$ cat src/rtl/counter_nbit_pkg.sv
// Shared constants and MODO operation codes for the N-bit counter.
// Modes are kept as a typed enum so every consumer decodes them identically.
package counter_nbit_pkg;

    localparam logic ALTO = 1'b1;
    localparam logic BAJO = 1'b0;

    typedef enum logic [1:0] {
        CUENTA_MAS_UNO   = 2'b00,
        CUENTA_MENOS_UNO = 2'b01,
        CUENTA_TRES_TRES = 2'b10,
        CARGA_D          = 2'b11
    } modo_e;

endpackage

$ cat src/rtl/counter_nbit_next.sv
// Combinational next-count logic: wrap by default, clamp when COUNTER_NBIT_SATURATE_EN is defined.
// Reports the overflow/underflow event and whether the mode is a parallel load.
module counter_nbit_next
    import counter_nbit_pkg::*;
#(
    parameter int WIDTH = 32,
    parameter int STEP  = 3
) (
    input  logic [WIDTH-1:0] q_i,
    input  logic [1:0]       modo_i,
    input  logic [WIDTH-1:0] d_i,
    output logic [WIDTH-1:0] q_nxt_o,
    output logic             ovf_o,
    output logic             ld_o
);

    localparam logic [WIDTH:0] STEP_X = (WIDTH+1)'(STEP);
    localparam logic [WIDTH:0] ONE_X  = (WIDTH+1)'(1);

    logic [WIDTH:0] sum;
    logic           down;

    always_comb begin
        sum  = '0;
        down = 1'b0;
        ld_o = 1'b0;
        case (modo_e'(modo_i))
            CUENTA_MAS_UNO:   sum = {1'b0, q_i} + ONE_X;
            // Q=0 borrows into the extra bit, so the same flag covers underflow.
            CUENTA_MENOS_UNO: begin
                sum  = {1'b0, q_i} - ONE_X;
                down = 1'b1;
            end
            CUENTA_TRES_TRES: sum = {1'b0, q_i} + STEP_X;
            CARGA_D: begin
                sum  = {1'b0, d_i};
                ld_o = 1'b1;
            end
        endcase
        ovf_o = sum[WIDTH];
`ifdef COUNTER_NBIT_SATURATE_EN
        if (ovf_o) q_nxt_o = down ? '0 : '1;
        else       q_nxt_o = sum[WIDTH-1:0];
`else
        q_nxt_o = sum[WIDTH-1:0];
`endif
    end

endmodule

$ cat src/rtl/counter_nbit.sv
// N-bit up/down/step/load counter with async active-low reset and registered Q/RCO/LOAD.
// Define COUNTER_NBIT_SATURATE_EN to clamp at the limits instead of wrapping.
module counter_nbit
    import counter_nbit_pkg::*;
#(
    parameter int WIDTH = 32,
    parameter int STEP  = 3
) (
    input  logic             CLK,
    input  logic             RESET,
    input  logic             ENABLE,
    input  logic [1:0]       MODO,
    input  logic [WIDTH-1:0] D,
    output logic [WIDTH-1:0] Q,
    output logic             RCO,
    output logic             LOAD
);

    generate
        if (WIDTH < 2 || STEP < 1 || ((64'(STEP) >> WIDTH) != 64'd0)) begin : g_bad_param
            $error("counter_nbit: illegal WIDTH=%0d / STEP=%0d", WIDTH, STEP);
        end
    endgenerate

    logic [WIDTH-1:0] q_q, q_d, q_nxt;
    logic             rco_q, rco_d, load_q, load_d;
    logic             ovf, ld;

    counter_nbit_next #(.WIDTH(WIDTH), .STEP(STEP)) u_next (
        .q_i    (q_q),
        .modo_i (MODO),
        .d_i    (D),
        .q_nxt_o(q_nxt),
        .ovf_o  (ovf),
        .ld_o   (ld)
    );

`ifdef COUNTER_NBIT_SATURATE_EN
    // Set once a clamp has fired; repeated attempts at the limit stay silent.
    logic sat_q, sat_d;
`endif

    always_comb begin
        q_d    = q_q;
        rco_d  = BAJO;
        load_d = BAJO;
`ifdef COUNTER_NBIT_SATURATE_EN
        sat_d  = sat_q;
`endif
        if (ENABLE) begin
            q_d    = q_nxt;
            load_d = ld;
`ifdef COUNTER_NBIT_SATURATE_EN
            rco_d  = ovf & ~sat_q;
            sat_d  = ovf;
`else
            rco_d  = ovf;
`endif
        end
    end

    always_ff @(posedge CLK or negedge RESET) begin
        if (!RESET) begin
            q_q    <= '0;
            rco_q  <= BAJO;
            load_q <= BAJO;
`ifdef COUNTER_NBIT_SATURATE_EN
            sat_q  <= 1'b0;
`endif
        end else begin
            q_q    <= q_d;
            rco_q  <= rco_d;
            load_q <= load_d;
`ifdef COUNTER_NBIT_SATURATE_EN
            sat_q  <= sat_d;
`endif
        end
    end

    assign Q    = q_q;
    assign RCO  = rco_q;
    assign LOAD = load_q;

endmodule

$ cat config.mk
export PLATFORM = sky130hd
export DESIGN_NAME = counter_nbit
export DESIGN_NICKNAME = d
export VERILOG_FILES = /design/src/rtl/counter_nbit_pkg.sv /design/src/rtl/counter_nbit_next.sv /design/src/rtl/counter_nbit.sv
export SDC_FILE = /design/constraint.sdc
export NUM_CORES = 1
export LEC_CHECK = 0
export CORE_ASPECT_RATIO = 0.5
export CORE_MARGIN = 2
export CORE_UTILIZATION = 60
export DETAILED_ROUTE_END_ITERATION = 12
export PLACE_DENSITY = 0.88
export SLEW_MARGIN = 25
export SYNTH_ARGS = -nofsm -noshare
export SYNTH_HDL_FRONTEND = slang
export SYNTH_HIERARCHICAL = 1
export SYNTH_SLANG_ARGS = --single-unit
$ cat constraint.sdc
create_clock -name CLK -period 7.8 [get_ports CLK]
set_input_delay 1.95 -clock CLK [delete_from_list [all_inputs] [get_ports CLK]]
set_output_delay 1.95 -clock CLK [all_outputs]
set_load 0.1 [all_outputs]
---- Word level (Yosys, flattened, before mapping) ----
Cells that the tools add are included.
cells by class
  reduce and logical (&&, ||, !) cells .... 1
  equality and inequality tests ........... 3
  add/sub/neg operators ................... 3
  multiplexer cells ....................... 4
operator list
  operator                                                               number
  33-bit one-hot mux with 4 select lines                                 1
  32-bit by 1-bit adder with 33-bit output, second input constant        1
  32-bit by 2-bit adder with 33-bit output, second input constant        1
  32-bit by 1-bit subtractor with 33-bit output, second input constant   1
  2-bit equality test, second input constant                             2
  1-bit 2-to-1 mux                                                       3
  2-bit by 1-bit equality test with 1-bit output, second input constant  1
  2-bit zero test                                                        1
storage, ports and cells
  register bits after elaboration ......... 34
  input bits .............................. 37

---- Depth between registers and ports, before layout ----
Gate-level depths: netlist of the first run.
  depth in word-level cells ............... 3
  mapped depth ............................ 13
  mapped depth without buffers ............ 11

---- Modules after synthesis ----
Netlist of the first run, hierarchy kept.
by module, submodules not included
  module             seq. area each (um2)  area an instance (um2)  cells an instance  times used
  counter_nbit_next  0.0                   2962.8                  436                1
  counter_nbit       850.8                 1395.1                  72                 1

---- Worst setup path after synthesis of the first run ----
No wires, ideal clock.
  kind .................................... in2reg
  from .................................... input port MODO[1]
  to ...................................... register rco_q (netlist: RCO)
  buffers on the path ..................... 0
  stages .................................. 10
  path slack .............................. 3499 ps
  arrival time ............................ 4236 ps
  required time ........................... 7734 ps
  path through ............................ inv_1 > ha_1 > fa_1 > nor4b_2 > a211oi_2 > o22ai_2 > nand4_1 > or4_1 > a31oi_1 > and2_1
on the way
  longest elaborated chain between the ends .. 3
  elaborated cells on any way between the ends .. 6
ends and longest elaborated chain
  item                                               line                     text
  from (decl)                                        counter_nbit.sv:12       input logic [1:0] MODO,
  2-bit equality test, or another cell as far along  counter_nbit_next.sv:27  case (modo_e'(modo_i))
  33-bit one-hot mux with 4 select lines *           counter_nbit_next.sv:27
  named net ovf                                      counter_nbit.sv:27       logic ovf, ld;
  1-bit 2-to-1 mux *                                 counter_nbit.sv:50       if (ENABLE) begin
  named net rco_d                                    counter_nbit.sv:26       logic rco_q, rco_d, load_q, load_d;
  to (signal assigned)                               counter_nbit.sv:72       rco_q <= rco_d;
  to (decl)                                          counter_nbit.sv:26
Mark *: on every way through the listed nets, which the timed path passes. The rest lies on a longest branch.
A chain may end at the register's enable or synchronous reset.

---- Final worst setup path of the first run ----
  from .................................... input port MODO[0]
  to ...................................... register q_q[25] (netlist: Q[25])
on the way
  longest elaborated chain between the ends .. 2
  elaborated cells on any way between the ends .. 5
ends and longest elaborated chain
  item                                               line                     text
  2-bit equality test, or another cell as far along  counter_nbit_next.sv:27
  33-bit one-hot mux with 4 select lines *           counter_nbit_next.sv:27
  named net q_nxt[25]                                counter_nbit.sv:25       logic [WIDTH-1:0] q_q, q_d, q_nxt;
  to (signal assigned)                               counter_nbit.sv:71       q_q <= q_d;
  to (decl)                                          counter_nbit.sv:25
Marked as above.

==> metrics.md, run 1 <==
| Metric | Value |
|---|---|
| Status | `finished clean` |
| Register area share after synthesis | `0.1952` |
| Worst min path class | `reg -> reg` |
| Fin crit share | `0.6487` |
| CP Class | `in -> reg` |
| CTS max path bufs | `2` |
| Final hold vios | `0` |
| Layout cells sized above 1 | `0.1405` |
| Cells after Synth | `roughly 510` |
| Multi-input logic area | `between 0.003 and 0.004 mm²` |
| Htree depth | `2` |
| Starting DRC count in detailed routing | `around 490` |
| Dpl ws | `2.474 ns` |
| Vias | `4294` |
| CP Max Fanout | `70` |
| EDFF count, synth | `0` |
| Placer Congestion | `between 0.9 and 1` |
| Initial antenna violation count | `0` |
| Routed Wire Length | `roughly 12000 µm` |
| Mapped Area | `approximately 0.0044 mm²` |
| Crit path required time | `roughly 8 ns` |
| Avg WL per Cell | `around 19 µm` |
| Final setup viols | `0` |
| Total grt overflow | `0` |
| Utilization after layout | `0.7349` |
| Num CTS Buffers | `5` |
| Clock Latency Late Sink | `between 0.2 and 0.3 ns` |
| Synth warnings | `6` |
| Worst VDD drop | `approximately 0.42 mV` |
| PwrDens | `452.6 mW/mm²` |
| Setup Fix Bufs, Post-CTS | `0` |
| Pre-Repair DR Iteration Count | `5` |
| R2r endpoint | `RCO` |
| RR Startpoint | `Q[0]` |
| CTS hold repair buffers | `0` |
| Die Ht | `~64 µm` |
| Filler cell count | `548` |
| RSZ-0062 raised after global routing | `false` |
| Highest clock rate | `roughly 200 MHz` |
| Die area | `around 0.008 mm²` |
| Post-route ant nets | `0` |
| Vias in the first global route | `3781` |
| Adder-cell share of the synthesized area | `0.01608` |
| Maximum number of pins on one net before global-route repair | `71` |
| Vias per inst | `6.784` |
| Die width | `124.5 µm` |
| Layout area overhead | `15.65%` |
| Total of max-cap violations | `0` |
| Hold path start | `Q[1]` |
| First-pass GRT wire length | `slightly below 20000 µm` |
| R2R depth | `9` |
| Overall power | `about 0.0023 W` |
| Synth Area in XOR/XNOR | `0.08843` |
| Hold path cells | `1` |
| CP arrival | `~5.2 ns` |
| Site row count | `21` |
| Root buffer cell | `clkbuf_16` |
| Synth Net Count | `550` |
| Register area | `around 850 µm²` |
| Hpwl dp | `8260 µm` |
| Inserted Diodes | `0` |
| Worst setup margin | `roughly 2.7 ns` |
| R2R setup slack | `4.87 ns` |
| Syn avg cell area | `roughly 8.6 µm²` |
| Static Leak | `1.880 nW` |
| PortBufs | `70` |
| Fin crit period | `5.060 ns` |
| Hold endpoint | `Q[1]` |
| Clock skew | `about 0.0076 ns` |
| Setup_tns | `0 ns` |
| GRT Total Usage | `0.2998` |
| Synth Flop Type | `dfrtp_1` |
| Slew Limit Fails | `0` |
| Yosys reg bits | `34` |
| Largest family of logic cells by synthesized area | `compound AO/OA/AOI/OAI gates` |
| Worst-margin pin slew | `approximately 1 ns` |
| Async SR Flop Fraction | `1.000` |
| Core area | `between 0.006 and 0.007 mm²` |
| Mux share of post-synthesis cell area | `0.1421` |
| CTS tree | `done` |
| I/O pin total | `between 70 and 80` |
| Critical Path Source Type | `input port` |
| Number of cells upsized or downsized after cts | `0` |
| Clk slew on worst S/H paths | `0.06 ns` |
| DRC viols | `0` |
| Placed cell count | `625` |
| Simple-gate share of the synthesized area | `0.1995` |
| Slew HR | `0.3343` |
| Distinct cells, synth | `80` |
| Initial Util | `0.6355` |
| Fin cells | `633` |
| CP endpoint kind | `register` |
| Synth Area in Compound Gates | `0.2748` |
| Clock sink count | `34` |
| Nets | `roughly 580` |
where the power goes:
part,total [W],switching (W),internal [W]
registers,0.000529,0.000274,0.000254
logic,0.00154,0.000989,0.000552
clock network,0.000211,0.0000845,0.000127
total,0.00228,0.00135,0.000933
registers in the layout, summed over array words and instances (netlist names):
name  count
RCO       1
Q        32
LOAD      1
per-stage QoR:
stage | cell area (µm²) | hold WS, ns
2_1_floorplan | 4358 | 1.169
3_3_place_gp | 4890 | 0.5629
3_5_place_dp | 4890 | 0.5737
4_1_cts | 5037 | 0.5861
5_1_grt | 5040 | 0.6153
6_report | 5040 | 0.5827
how the worst max path moves through the flow:
| stage | startpoint | end | slack [ns] | depth (start not counted) |
|---|---|---|---|---|
| global placement | MODO[0] | Q[25] | 2.61 | 9 |
| detailed placement | MODO[0] | Q[25] | 2.47 | 9 |
| floorplan | MODO[1] | RCO | 3.50 | 10 |
| CTS | MODO[0] | Q[25] | 2.80 | 9 |
| global route | MODO[1] | Q[25] | 2.57 | 10 |
| finish | MODO[0] | Q[25] | 2.74 | 9 |
cells by family after synthesis:
logic type,Yosys count
AO/OA/AOI/OAI,165
XOR/XNOR,44
adder cells (fa/ha/maj),5
buffers and inverters,62
flip-flops,34
multiplexers,46
AND/OR/NAND/NOR,152
layout make-up:
cell class	count	area share
sequential	34	0.1688
timing repair buffer	74	0.1435
clock buffer	7	0.02830
inverter	13	0.009682
multi-input combinational	412	0.6259
clock inverter	1	0.0009930
tap	92	0.02284
per-layer routing:
metal | wire, µm | GRT usage
met4 | 204 | 0.09551
met5 | 0 | 0
met1 | 5470 | 0.4280
met2 | 5244 | 0.4583
met3 | 1104 | 0.05695
synthesized netlist by cell type (all sizes together) (4+ instances only):
cell     number  area share
a211o         6       0.012
a211oi        4      0.0080
a21o          5      0.0086
a21oi        18       0.021
a22oi         8       0.016
a2bb2oi       4      0.0080
a31oi        11       0.016
a32oi        11       0.022
and2          8       0.011
and3          5      0.0072
and4b         5       0.011
buf          27       0.054
clkbuf       22       0.019
dfrtp        34        0.20
ha            4       0.011
inv          12       0.010
mux2         43        0.14
nand2        24       0.021
nand3         5      0.0057
nand4         8       0.011
nor2         31       0.027
nor2b        10       0.014
nor3         18       0.021
nor4          9       0.013
o211ai        6       0.010
o21a          6       0.010
o21ai        40       0.048
o22ai         4      0.0072
o31a         15       0.030
or3           6      0.0086
xnor2        33       0.066
xor2         11       0.022
critical path, stage by stage:
cell,delay (ns)
clkdlybuf4s50_1,0.55
ha_4,0.66
buf_4,0.40
nor3b_1,0.37
a32oi_1,0.19
o41ai_1,0.53
mux2i_1,0.23
nand3_1,0.08
mux2_4,0.26
placed cells by master (no fill, tap or decap), types with 4 or more instances in the layout:
cell type,count
nor3_1,18
nand3_1,5
and3_1,5
or3_1,6
nor2b_1,10
xnor2_1,33
and4b_1,5
clkdlybuf4s50_1,68
a22oi_1,6
o21a_1,6
nor2_1,31
and2_1,8
inv_1,11
buf_4,5
o21ai_0,38
a21o_1,5
o211ai_1,6
o31a_1,14
dfrtp_1,34
nor4_1,9
a32oi_1,11
nand4_1,8
clkbuf_16,5
mux2_2,15
nand2_1,24
a31oi_1,11
mux2_4,28
xor2_1,11
a2bb2oi_1,4
a21oi_1,18
a211o_1,6
(Power assumes the default switching activity.)
==> inputs of run 2 (changes only) <==
--- a/config.mk
+++ b/config.mk
@@ -7,9 +7,9 @@
 export LEC_CHECK = 0
 export CORE_ASPECT_RATIO = 0.5
 export CORE_MARGIN = 2
-export CORE_UTILIZATION = 60
+export CORE_UTILIZATION = 55
 export DETAILED_ROUTE_END_ITERATION = 12
-export PLACE_DENSITY = 0.88
+export PLACE_DENSITY = 0.82
 export SLEW_MARGIN = 25
 export SYNTH_ARGS = -nofsm -noshare
 export SYNTH_HDL_FRONTEND = slang
==> constraint.sdc (replaced) <==
create_clock -name CLK -period 5 [get_ports CLK]
set_input_delay 1.25 -clock CLK [delete_from_list [all_inputs] [get_ports CLK]]
set_output_delay 1.25 -clock CLK [all_outputs]
set_load 0.1 [all_outputs]
==> run 2 against run 1 <==
Compared with the run above:
- highest routed layer unchanged
- final area rose by 2.0%
- worst hold slack improved by 0.0063 ns
- global-route usage shrank 0.86 points
- critical path depth grew 1
- setup slack lost 1.9 ns
- critical path type unchanged
==> metrics.md, run 2 (synthesized netlist as in run 1, its figures left out) <==
| Metric | Value |
|---|---|
| Nets | `588 (was 582)` |
| Commonest cells after routing, fill and taps aside | `68 x clkdlybuf4s50_1, 38 x o21ai_0, 34 x dfrtp_1, 33 x xnor2_1, 31 x nor2_1 (unchanged)` |
| CP endpoint kind | `register (unchanged)` |
| Initial antenna violation count | `0 (unchanged)` |
| R2r endpoint | `RCO (unchanged)` |
| Worst VDD drop | `0.5501 mV (was 0.4194 mV)` |
| Setup Fix Bufs, Post-CTS | `0 (unchanged)` |
| Maximum number of pins on one net before global-route repair | `50 (was 71)` |
| GRT Total Usage | `0.2912 (was 0.2998)` |
| R2R setup slack | `2.15 ns (was 4.87 ns)` |
| Avg WL per Cell | `18.64 µm (was 18.99 µm)` |
| CP Max Fanout | `6 (was 70)` |
| PortBufs | `70 (unchanged)` |
| Clock sink count | `34 (unchanged)` |
| Core area | `0.007515 mm² (was 0.006858 mm²)` |
| First-pass GRT wire length | `19580 µm (was 19340 µm)` |
| CP Class | `in -> reg (unchanged)` |
| Static Leak | `1.924 nW (was 1.880 nW)` |
| Die width | `129.9 µm (was 124.5 µm)` |
| CP arrival | `4.40 ns (was 5.23 ns)` |
| R2R depth | `9 (unchanged)` |
| Vias per inst | `6.672 (was 6.784)` |
| Routed Wire Length | `12210 µm (was 12020 µm)` |
| Total grt overflow | `0 (unchanged)` |
| Pre-Repair DR Iteration Count | `5 (unchanged)` |
| RSZ-0062 raised after global routing | `false (unchanged)` |
| Slew Limit Fails | `0 (unchanged)` |
| Clock skew | `0.002988 ns (was 0.007574 ns)` |
| Initial Util | `0.5799 (was 0.6355)` |
| Vias in the first global route | `3809 (was 3781)` |
| DRC viols | `0 (unchanged)` |
| Highest clock rate | `~240 MHz` |
| Overall power | `0.003564 W (was 0.002281 W)` |
| CTS tree | `done (unchanged)` |
| Fin crit period | `between 4 and 5 ns` |
| Die Ht | `66.94 µm (was 64.27 µm)` |
| Clk slew on worst S/H paths | `0.06 ns (about the same)` |
| Number of cells upsized or downsized after cts | `0 (unchanged)` |
| Status | `finished clean (unchanged)` |
| Die area | `0.008695 mm² (was 0.008003 mm²)` |
| Slew HR | `0.3309 (was 0.3343)` |
| Critical Path Source Type | `input port (unchanged)` |
| Vias | `4370 (was 4294)` |
| Post-route ant nets | `0 (unchanged)` |
| Worst min path class | `reg -> reg (unchanged)` |
| Crit path required time | `5.22 ns (was 7.97 ns)` |
| I/O pin total | `71 (unchanged)` |
| Worst Setup EP | `RCO (was Q[25])` |
| Final setup viols | `0 (unchanged)` |
| RR Startpoint | `Q[0] (unchanged)` |
| Worst-margin pin slew | `1.001 ns (was 0.9954 ns)` |
| Final hold vios | `0 (unchanged)` |
| Fin crit share | `0.8366` |
| Most common cell after layout, fill and taps aside | `clkdlybuf4s50_1 (unchanged)` |
| Placer Congestion | `0.9174 (was 0.9059)` |
| PwrDens | `693.1 mW/mm² (was 452.6 mW/mm²)` |
| Layout cells sized above 1 | `0.1499 (was 0.1405)` |
| Htree depth | `2 (unchanged)` |
| Starting DRC count in detailed routing | `490 (was 488)` |
| CTS max path bufs | `2 (unchanged)` |
| Inserted Diodes | `0 (unchanged)` |
| Total of max-cap violations | `0 (unchanged)` |
| Root buffer cell | `clkbuf_16 (unchanged)` |
| Max FFs per register | `32 (unchanged)` |
| Hpwl dp | `8516 µm (was 8260 µm)` |
| CTS hold repair buffers | `0 (unchanged)` |
| Num CTS Buffers | `5 (unchanged)` |
| Setup crit start | `MODO[0] (unchanged)` |
| Layout area overhead | `18.00% (was 15.65%)` |
| Setup_tns | `0 ns (unchanged)` |
| Site row count | `22 (was 21)` |
| Clock Latency Late Sink | `0.29 ns (about the same)` |
## run 2: cell types whose count changed in the layout (fill, tap and decap cells not counted), sizes merged
cell  delta
buf      +6
## run 2: cell type report
cell class                      instances  area (µm²)
Inverter                               13       48.80
Timing Repair Buffer                   80       805.8
Multi-Input combinational cell        412        3154
Clock inverter                          1       5.005
Clock buffer                            7       142.6
Tap cell                              108       135.1
Sequential cell                        34       850.8
Fill cell                             613        2372
## run 2: where the power goes
group | switching [W] | internal, W
sequential | 0.000441 | 0.000397
combinational | 0.00153 | 0.000867
clock | 0.000128 | 0.000198
## run 2: through the flow
stage	utilization	setup WS (ns)	cells	hold slack (ns)	area [µm²]
final	0.6843	0.8170	655	0.5890	5142
after global routing	0.6843	0.6962	655	0.6111	5142
after CTS	0.6843	0.8645	655	0.5942	5142
after detailed placement	0.6647	0.5930	647	0.5774	4995
after global placement	0.6573	0.6721	645	0.5678	4940
after floorplan	-	1.399	508	0.9544	4358
## run 2: worst min path at each step
stage	startpoint	endpoint	slack, ns	depth (start not counted)
after global routing	Q[0]	Q[0]	0.61	1
after global placement	Q[0]	Q[0]	0.57	1
after detailed placement	Q[1]	Q[1]	0.58	1
after floorplan	RESET	LOAD	0.95	0
after CTS	Q[0]	Q[0]	0.59	1
final	Q[1]	Q[1]	0.59	1
## run 2: layer usage
metal / GRT usage / vias to the layer above / share of wire / wire, µm
met5: 0 / - / 0 / 0
met4: 0.08333 / 0 / 0.015 / 182
met2: 0.4418 / 236 / 0.43 / 5270
met1: 0.4099 / 2111 / 0.45 / 5453
li1: - / 2005 / - / -
met3: 0.06988 / 18 / 0.11 / 1299
## run 2: critical path, stage by stage
cell and delay (ns):
clkdlybuf4s50_1 0.51, ha_1 0.38, fa_1 0.44, nor4b_2 0.32, a211oi_2 0.13, o22ai_2 0.36
nand4_1 0.21, or4_1 0.50, a31oi_1 0.16, and2_1 0.15
